## src/rtl/id_ex_register.sv

```systemverilog
// id_ex_register: ID/EX pipeline register with load-use hazard detection.
// Optional saturating bubble counter on port bubble_count, built only when
// the macro BUBBLE_CNT_EN is defined.
module id_ex_register (
    input  logic        clk,
    input  logic        rst_n,
    input  logic        hold,
    input  logic        flush,
    input  logic        id_valid,
    input  logic [31:0] id_pc,
    input  logic [31:0] id_rs1_data,
    input  logic [31:0] id_rs2_data,
    input  logic [31:0] id_imm,
    input  logic [4:0]  id_rs1,
    input  logic [4:0]  id_rs2,
    input  logic [4:0]  id_rd,
    input  logic        id_RegWrite,
    input  logic        id_MemRead,
    input  logic        id_MemWrite,
    input  logic        id_MemToReg,
    input  logic        id_ALUSrc,
    input  logic        id_Branch,
    input  logic [3:0]  id_ALUOp,
    output logic [31:0] id_ex_pc,
    output logic [31:0] id_ex_rs1_data,
    output logic [31:0] id_ex_rs2_data,
    output logic [31:0] id_ex_imm,
    output logic [4:0]  id_ex_rs1,
    output logic [4:0]  id_ex_rs2,
    output logic [4:0]  id_ex_rd,
    output logic        id_ex_RegWrite,
    output logic        id_ex_MemRead,
    output logic        id_ex_MemWrite,
    output logic        id_ex_MemToReg,
    output logic        id_ex_ALUSrc,
    output logic        id_ex_Branch,
    output logic [3:0]  id_ex_ALUOp,
    output logic        id_ex_valid,
    output logic        load_use_stall
`ifdef BUBBLE_CNT_EN
    ,
    output logic [31:0] bubble_count
`endif
);

    typedef enum logic [1:0] {
        ACT_LOAD   = 2'd0,
        ACT_BUBBLE = 2'd1,
        ACT_HOLD   = 2'd2,
        ACT_FLUSH  = 2'd3
    } action_e;

    action_e act;
    logic    ld;
    logic    clr;

    logic [31:0] pc_q, pc_d;
    logic [31:0] rs1_data_q, rs1_data_d;
    logic [31:0] rs2_data_q, rs2_data_d;
    logic [31:0] imm_q, imm_d;
    logic [4:0]  rs1_q, rs1_d;
    logic [4:0]  rs2_q, rs2_d;
    logic [4:0]  rd_q, rd_d;
    logic        reg_write_q, reg_write_d;
    logic        mem_read_q, mem_read_d;
    logic        mem_write_q, mem_write_d;
    logic        mem_to_reg_q, mem_to_reg_d;
    logic        alu_src_q, alu_src_d;
    logic        branch_q, branch_d;
    logic [3:0]  alu_op_q, alu_op_d;
    logic        valid_q, valid_d;

    // A load in EX whose destination is read by the real instruction in ID must wait one cycle; x0 never matches.
    always_comb load_use_stall = valid_q && mem_read_q && (rd_q != 5'd0) && id_valid &&
                                 ((rd_q == id_rs1) || (rd_q == id_rs2));

    // One action per edge, highest priority first; hold masks the hazard so a stalled EX keeps its load.
    always_comb begin
        act = flush ? ACT_FLUSH :
              hold ? ACT_HOLD :
              (load_use_stall || !id_valid) ? ACT_BUBBLE : ACT_LOAD;
        ld  = (act == ACT_LOAD);
        clr = (act == ACT_FLUSH) || (act == ACT_BUBBLE);
    end

    // Next entry: capture ID on load, all-zero on flush/bubble (RegWrite/MemWrite/rd=0 keep forwarding quiet), else keep.
    always_comb begin
        pc_d         = ld ? id_pc       : clr ? 32'd0 : pc_q;
        rs1_data_d   = ld ? id_rs1_data : clr ? 32'd0 : rs1_data_q;
        rs2_data_d   = ld ? id_rs2_data : clr ? 32'd0 : rs2_data_q;
        imm_d        = ld ? id_imm      : clr ? 32'd0 : imm_q;
        rs1_d        = ld ? id_rs1      : clr ? 5'd0  : rs1_q;
        rs2_d        = ld ? id_rs2      : clr ? 5'd0  : rs2_q;
        rd_d         = ld ? id_rd       : clr ? 5'd0  : rd_q;
        reg_write_d  = ld ? id_RegWrite : clr ? 1'b0  : reg_write_q;
        mem_read_d   = ld ? id_MemRead  : clr ? 1'b0  : mem_read_q;
        mem_write_d  = ld ? id_MemWrite : clr ? 1'b0  : mem_write_q;
        mem_to_reg_d = ld ? id_MemToReg : clr ? 1'b0  : mem_to_reg_q;
        alu_src_d    = ld ? id_ALUSrc   : clr ? 1'b0  : alu_src_q;
        branch_d     = ld ? id_Branch   : clr ? 1'b0  : branch_q;
        alu_op_d     = ld ? id_ALUOp    : clr ? 4'd0  : alu_op_q;
        valid_d      = ld ? 1'b1        : clr ? 1'b0  : valid_q;
    end

    // Pipeline register; reset clears it immediately, discarding any held instruction.
    always_ff @(posedge clk or negedge rst_n) begin
        if (!rst_n) begin
            pc_q         <= 32'd0;
            rs1_data_q   <= 32'd0;
            rs2_data_q   <= 32'd0;
            imm_q        <= 32'd0;
            rs1_q        <= 5'd0;
            rs2_q        <= 5'd0;
            rd_q         <= 5'd0;
            reg_write_q  <= 1'b0;
            mem_read_q   <= 1'b0;
            mem_write_q  <= 1'b0;
            mem_to_reg_q <= 1'b0;
            alu_src_q    <= 1'b0;
            branch_q     <= 1'b0;
            alu_op_q     <= 4'd0;
            valid_q      <= 1'b0;
        end else begin
            pc_q         <= pc_d;
            rs1_data_q   <= rs1_data_d;
            rs2_data_q   <= rs2_data_d;
            imm_q        <= imm_d;
            rs1_q        <= rs1_d;
            rs2_q        <= rs2_d;
            rd_q         <= rd_d;
            reg_write_q  <= reg_write_d;
            mem_read_q   <= mem_read_d;
            mem_write_q  <= mem_write_d;
            mem_to_reg_q <= mem_to_reg_d;
            alu_src_q    <= alu_src_d;
            branch_q     <= branch_d;
            alu_op_q     <= alu_op_d;
            valid_q      <= valid_d;
        end
    end

    assign id_ex_pc       = pc_q;
    assign id_ex_rs1_data = rs1_data_q;
    assign id_ex_rs2_data = rs2_data_q;
    assign id_ex_imm      = imm_q;
    assign id_ex_rs1      = rs1_q;
    assign id_ex_rs2      = rs2_q;
    assign id_ex_rd       = rd_q;
    assign id_ex_RegWrite = reg_write_q;
    assign id_ex_MemRead  = mem_read_q;
    assign id_ex_MemWrite = mem_write_q;
    assign id_ex_MemToReg = mem_to_reg_q;
    assign id_ex_ALUSrc   = alu_src_q;
    assign id_ex_Branch   = branch_q;
    assign id_ex_ALUOp    = alu_op_q;
    assign id_ex_valid    = valid_q;

`ifdef BUBBLE_CNT_EN
    logic [31:0] bubble_cnt_q, bubble_cnt_d;

    // Count every zeroing edge (flush or bubble), sticking at all-ones instead of wrapping.
    always_comb bubble_cnt_d = (clr && (bubble_cnt_q != 32'hFFFF_FFFF)) ? bubble_cnt_q + 32'd1 : bubble_cnt_q;

    // Bubble statistic register.
    always_ff @(posedge clk or negedge rst_n) begin
        if (!rst_n) bubble_cnt_q <= 32'd0;
        else        bubble_cnt_q <= bubble_cnt_d;
    end

    assign bubble_count = bubble_cnt_q;
`endif

endmodule

```

## config.mk

```make
export PLATFORM = sky130hd
export DESIGN_NAME = id_ex_register
export DESIGN_NICKNAME = d
export VERILOG_FILES = /design/src/rtl/id_ex_register.sv
export SDC_FILE = /design/constraint.sdc
export NUM_CORES = 1
export LEC_CHECK = 0
export CORE_UTILIZATION = 43
export DETAILED_ROUTE_END_ITERATION = 10
export PLACE_DENSITY = 0.82
export SLEW_MARGIN = 20
export SYNTH_ARGS = -nofsm -noshare
export SYNTH_HDL_FRONTEND = slang
export SYNTH_SLANG_ARGS = --single-unit
```

## constraint.sdc

```tcl
create_clock -name clk -period 2.53 [get_ports clk]
set_clock_uncertainty 0.05 [all_clocks]
set_input_delay 0.759 -clock clk [delete_from_list [all_inputs] [get_ports clk]]
set_output_delay 0.759 -clock clk [all_outputs]
set_load 0.005 [all_outputs]
```

==> results.yml, run 1 <==
run_status:
  outcome: "finished with violations"
  violations: "negative setup slack"
power:
  ir_drop_uv: 435
  leakage_nw: 4.31
  powerDensity_nw_per_um2: 593
  power_mw: 6.64
clock_network:
  root_buffer: "clkbuf_16"
  cts_buffer_depth: 2
  clock-sinks: 154
  ctsHoldBuffers: 0
  htreeDepth: 4
  numCtsBuffers: 17
  clk_latency_ns: 0.41
  cts.clk_slew.worst_paths_ns: 0.06
  cts_tree: "done"
yosys:
  synth-warning-count: 0
  synthCells: 722
  synth_top_family_by_area: "compound AO/OA/AOI/OAI gates"
  synthMuxAreaShare: 0
  ys_ff_latch: 154
  synthXorXnorAreaFrac: 0.0122
  synth_area_um2: 7180
  syn_nets: 880
  synth-seq-area-share: 0.537
  synth-simple-area-share: 0.0871
  ys_types: 19
  avgSynthCellArea_um2: 9.94
  synth-adder-area-share: 0
  synth_compound_area_frac: 0.298
route:
  drc: 0
  wirelength_um: 22400
  wire_per_inst_um: 18.3
  initialDrtViolationCount: 538
  vias: 7013
  ant_nets: 0
  dr.pass1.iters: 5
  vias_per_cell: 5.72
sta:
  drv_slew: 0
  slew_headroom: 0.528
  hold_viol: 0
  fin_crit_sh: 1.02
  worst_pin_slew_ns: 0.708
  rsz0062_at_grt: "yes"
  final.setup.tns_ns: -0.0604
  fin_crit_ns: 2.59
  setup_viol: 1
  fmax_ghz: 0.386
  worst_slack_ns: -0.0604
global_route:
  grt_pass1_wl_um: 35900
  grt.overflow.total: 0
  antenna_found_initial: 0
  grt_max_degree: 88
  first_global_vias: 6604
  gr-usage-all-layers: 0.260
placed_design:
  dp.final_hpwl_um: 14300
  gp_congestion: 0.784
  portBuffers: 312
final_layout:
  layout_commonest_cell: "clkdlybuf4s50_1"
  drive_gt1_frac: 0.0781
  nets: 1157
  num_antenna_cells: 0
  nFillCells: 1227
  syn_to_final_growth_pct: 56.1
  final_cell_mix: "300 x clkdlybuf4s50_1, 156 x nand2_1, 153 x a32oi_1, 152 x dfrtp_1, 146 x o21ai_0"
setup_path:
  worstSetupEndpointType: "output port"
  startpoint_type: "flip-flop"
  crit_slowest_cell: "or4_4"
  slowest_delay_ns: 0.54
  required_ns: 1.72
  path_delay_family: "simple AND/OR/NAND/NOR gates"
  cp_max_fo: 3
  crit_chain: "or4_4 -> o2111ai_4 -> nor2b_4 -> buf_6"
  critPathBufInv: 1
  path_class: "reg2out"
  arrival_ns: 1.78
die:
  dieWidth_um: 131
  rows: 46
  die-area_um2: 17200
  pin_count: 313
  core_area_um2: 16100
  die-height_um: 131
  start_util: 0.445
flow_run:
  maxCapViolCount: 0
worst_hold_path:
  holdCritPathClass: "in2async"
==> layer usage <==
layer  global-route usage  routed length, um  vias up
met5                    0                  0        -
met3               0.0637               1720       49
met2                0.409              10700      320
met1                0.344               9240     3349
li1                     -                  -     3295
met4                0.109                729        0
==> Yosys cell counts <==
cell         n  area [um^2]
xnor2_1     10         87.6
clkbuf_1    40          150
buf_6       15          169
nor2_1       1         3.75
buf_4        2         15.0
nand2_1    156          586
and2_1       1         6.26
nand3_1      2         10.0
buf_1        1         3.75
o21ai_1      8         40.0
nor2b_1      2         12.5
o21ai_0    146          731
a32oi_1    153         1340
dfrtp_1    154         3850
o22ai_1      1         6.26
buf_2       27          135
a22oi_1      1         7.51
o2111ai_2    1         15.0
or4_1        1         7.51
==> path summary, 6_finish.rpt <==
check                         startpoint                  to  slack [ns]  cells past startpoint
max                          id_ex_rd[4]      load_use_stall       -0.06                      4
min                                rst_n       id_ex_imm[30]        0.22                      1
max reg2reg                  id_ex_rd[4]  id_ex_rs2_data[21]        0.11                      6
min reg2reg                id_ex_imm[11]       id_ex_imm[11]        0.44                      2
max in group asynchronous          rst_n         id_ex_rd[4]        1.57                      2
min in group clk           id_ex_imm[11]       id_ex_imm[11]        0.44                      2
==> metrics by stage <==
step	util	hold slack (ns)	worst slack [ns]	instances	cell area [um^2]
floorplan	-	0.413	0.158	722	7180
global placement	0.650	0.422	-0.837	1192	10500
detailed placement	0.650	0.429	-0.830	1192	10500
CTS	0.693	0.224	-0.0854	1226	11200
global route	0.695	0.235	-0.123	1227	11200
finish	0.695	0.216	-0.0604	1227	11200
==> kinds of logic after synthesis <==
| kind of cell | count (synthesis) |
|---|---|
| XOR/XNOR | 10 |
| AND/OR/NAND/NOR | 163 |
| buffers and inverters | 85 |
| flip-flops | 154 |
| AO/OA/AOI/OAI | 310 |
==> cell type report <==
class | count | area [um^2] | area share
multi-input cells | 483 | 2950 | 0.263
repair buffers | 343 | 3510 | 0.313
flip-flops and latches | 154 | 3860 | 0.344
clock buffers | 20 | 457 | 0.0408
clock inverters | 11 | 169 | 0.0151
well taps | 216 | 270 | 0.0241
==> sequential cells by signal, indices dropped and copies added, names as in the netlist, 4 cells and up <==
signal	flops
id_ex_rs2_data	32
id_ex_rs1_data	32
id_ex_imm	32
id_ex_rs1	5
id_ex_rd	5
id_ex_rs2	5
id_ex_ALUOp	4
id_ex_pc	32
==> what timing repair did <==
item / 4_1_cts / 5_1_grt
pin swaps: 7 / 8
resized for setup: 30 / 8
setup endpoints to repair: 129 / 50
buffers inserted: 3 / 1
==> where the power goes <==
group / switching, mW / leakage (nW) / internal, mW
clock: 1.00 / 0.306 / 1.70
combinational: 0.496 / 1.95 / 0.690
sequential: 0.109 / 2.05 / 2.64
total: 1.61 / 4.31 / 5.03
No activity file was read; power rests on OpenSTA's default activity.
==> inputs of run 2 (changes only) <==
==> constraint.sdc (replaced) <==
create_clock -name clk -period 2.9 [get_ports clk]
set_clock_uncertainty 0.05 [all_clocks]
set_input_delay 0.87 -clock clk [delete_from_list [all_inputs] [get_ports clk]]
set_output_delay 0.87 -clock clk [all_outputs]
set_load 0.005 [all_outputs]
==> run 2 against run 1 <==
Compared with the run above:
- the flow now finishes without violations
- critical path type is now in2out
- first-iteration DRC count increased by 8.6%
- via count increased by 0.87%
- worst hold slack improved by 0.10 ns
- register-to-register slack improved by 0.08 ns
- critical path depth increased by 2
- wire length decreased by 0.61%
- cell area decreased by 1.7%
- sequential power decreased by 13%
==> results.yml, run 2 (synthesis gave the netlist of run 1 again) <==
run_status:
  outcome: "finished, final reports clean"
sta:
  fin_crit_ns: 2.82
  hold_ws_ns: 0.318
  worst_pin_slew_ns: 0.914
  drv_slew: 0
  slew_headroom: 0.391
  hold_viol: 0
  fin_crit_sh: 0.971
  fmax_ghz: 0.355
  worst_slack_ns: 0.0840
  final.setup.tns_ns: 0
  setup_viol: 0
  rsz0062_at_grt: "no"
route:
  drc: 0
  vias_per_cell: 5.80
  ant_nets: 0
  vias: 7074
  wirelength_um: 22300
  dr.pass1.iters: 6
  wire_per_inst_um: 18.3
  initialDrtViolationCount: 584
clock_network:
  cts.clk_slew.worst_paths_ns: 0.06
  root_buffer: "clkbuf_16"
  cts_tree: "done"
  htreeDepth: 4
  clk_latency_ns: 0.42
  numCtsBuffers: 17
  ctsHoldBuffers: 0
  clock-sinks: 154
  cts_buffer_depth: 2
die:
  die-height_um: 131
  core_area_um2: 16100
  rows: 46
  dieWidth_um: 131
  die-area_um2: 17200
  start_util: 0.445
  pin_count: 313
global_route:
  antenna_found_initial: 1
  gr-usage-all-layers: 0.261
  grt.overflow.total: 0
  grt_pass1_wl_um: 36100
  first_global_vias: 6711
  grt_max_degree: 95
final_layout:
  drive_gt1_frac: 0.0638
  nFillCells: 1249
  final_util: 0.684
  final_cell_mix: "300 x clkdlybuf4s50_1, 156 x nand2_1, 153 x a32oi_1, 153 x dfrtp_1, 146 x o21ai_0"
  nets: 1149
  syn_to_final_growth_pct: 53.5
  multiInputGateArea_um2: 2920
  final_cells: 1220
  ff_latch_area_um2: 3850
  layout_commonest_cell: "clkdlybuf4s50_1"
placed_design:
  dp.cells: 1187
  dp.final_hpwl_um: 14200
  preCtsSetupSlack_ns: -0.678
  gp_congestion: 0.798
  portBuffers: 312
setup_path:
  arrival_ns: 1.90
  cp_max_fo: 3
  required_ns: 1.98
  worstSetupEndpointType: "output port"
  path_class: "in2out"
  startpoint_type: "input port"
power:
  leakage_nw: 4.21
  ir_drop_uv: 425
  powerDensity_nw_per_um2: 506
flow_run:
  maxCapViolCount: 0
worst_hold_path:
  holdCritPathClass: "in2async"
run 2: cell type report:
class / instances / share of cell area
clock inverter: 11 / 0.0111
clock buffer: 20 / 0.0405
sequential: 154 / 0.350
timing repair buffer: 335 / 0.308
tap: 216 / 0.0245
multi-input combinational: 483 / 0.265
antenna: 1 / 0.000227
run 2: per-layer routing:
metal  vias up  wire [um]  GRT usage
li1       3287          -          -
met1      3434       9060      0.334
met2       298      10800      0.409
met3        55       1600     0.0691
met4         0        787      0.125
met5         -          0          0
run 2: final timing paths:
kind	to	from	cells past startpoint	slack, ns
setup / recovery	load_use_stall	id_rs1[3]	6	0.08
hold / removal	id_ex_rs2_data[1]	rst_n	1	0.32
setup reg to reg	id_ex_rs2_data[21]	id_ex_rd[4]	6	0.19
hold reg to reg	id_ex_rs2[2]	id_ex_rs2[2]	2	0.44
max in group asynchronous	id_ex_rd[4]	rst_n	2	1.84
min in group clk	id_ex_rs2[2]	id_ex_rs2[2]	2	0.44
run 2: what timing repair did:
| action | CTS | global route |
|---|---|---|
| gates resized for setup | 17 | 4 |
| setup buffers | 1 | 0 |
| endpoints found under the setup margin | 1 | 1 |
| pin swaps | 5 | 0 |
| endpoints found under the hold margin | 0 | 0 |
run 2: per-stage QoR:
stage | total power [mW] | cell area, um^2
after floorplan | 2.72 | 7180
after global placement | 3.43 | 10400
after detailed placement | 3.44 | 10400
after CTS | 5.62 | 11000
after global routing | 5.81 | 11000
final | 5.57 | 11000
run 2: worst max-delay path, cell delays in order:
cell           delay, ns
dlygate4sd2_1       0.27
xnor2_1             0.15
nand2_1             0.14
o22ai_4             0.20
nor2b_4             0.17
buf_6               0.10
run 2: report_power, final:
group          internal, mW  switching, mW
clock                  1.28          0.882
sequential             2.30         0.0961
combinational         0.584          0.425
==> inputs of run 3 (changes only) <==
--- a/config.mk
+++ b/config.mk
@@ -5,6 +5,7 @@
 export SDC_FILE = /design/constraint.sdc
 export NUM_CORES = 1
 export LEC_CHECK = 0
+export CAP_MARGIN = 25
 export CORE_UTILIZATION = 43
 export DETAILED_ROUTE_END_ITERATION = 10
 export PLACE_DENSITY = 0.82
==> results of run 3 <==
No change in the layout: final DEF, timing and power equal those of run 2.
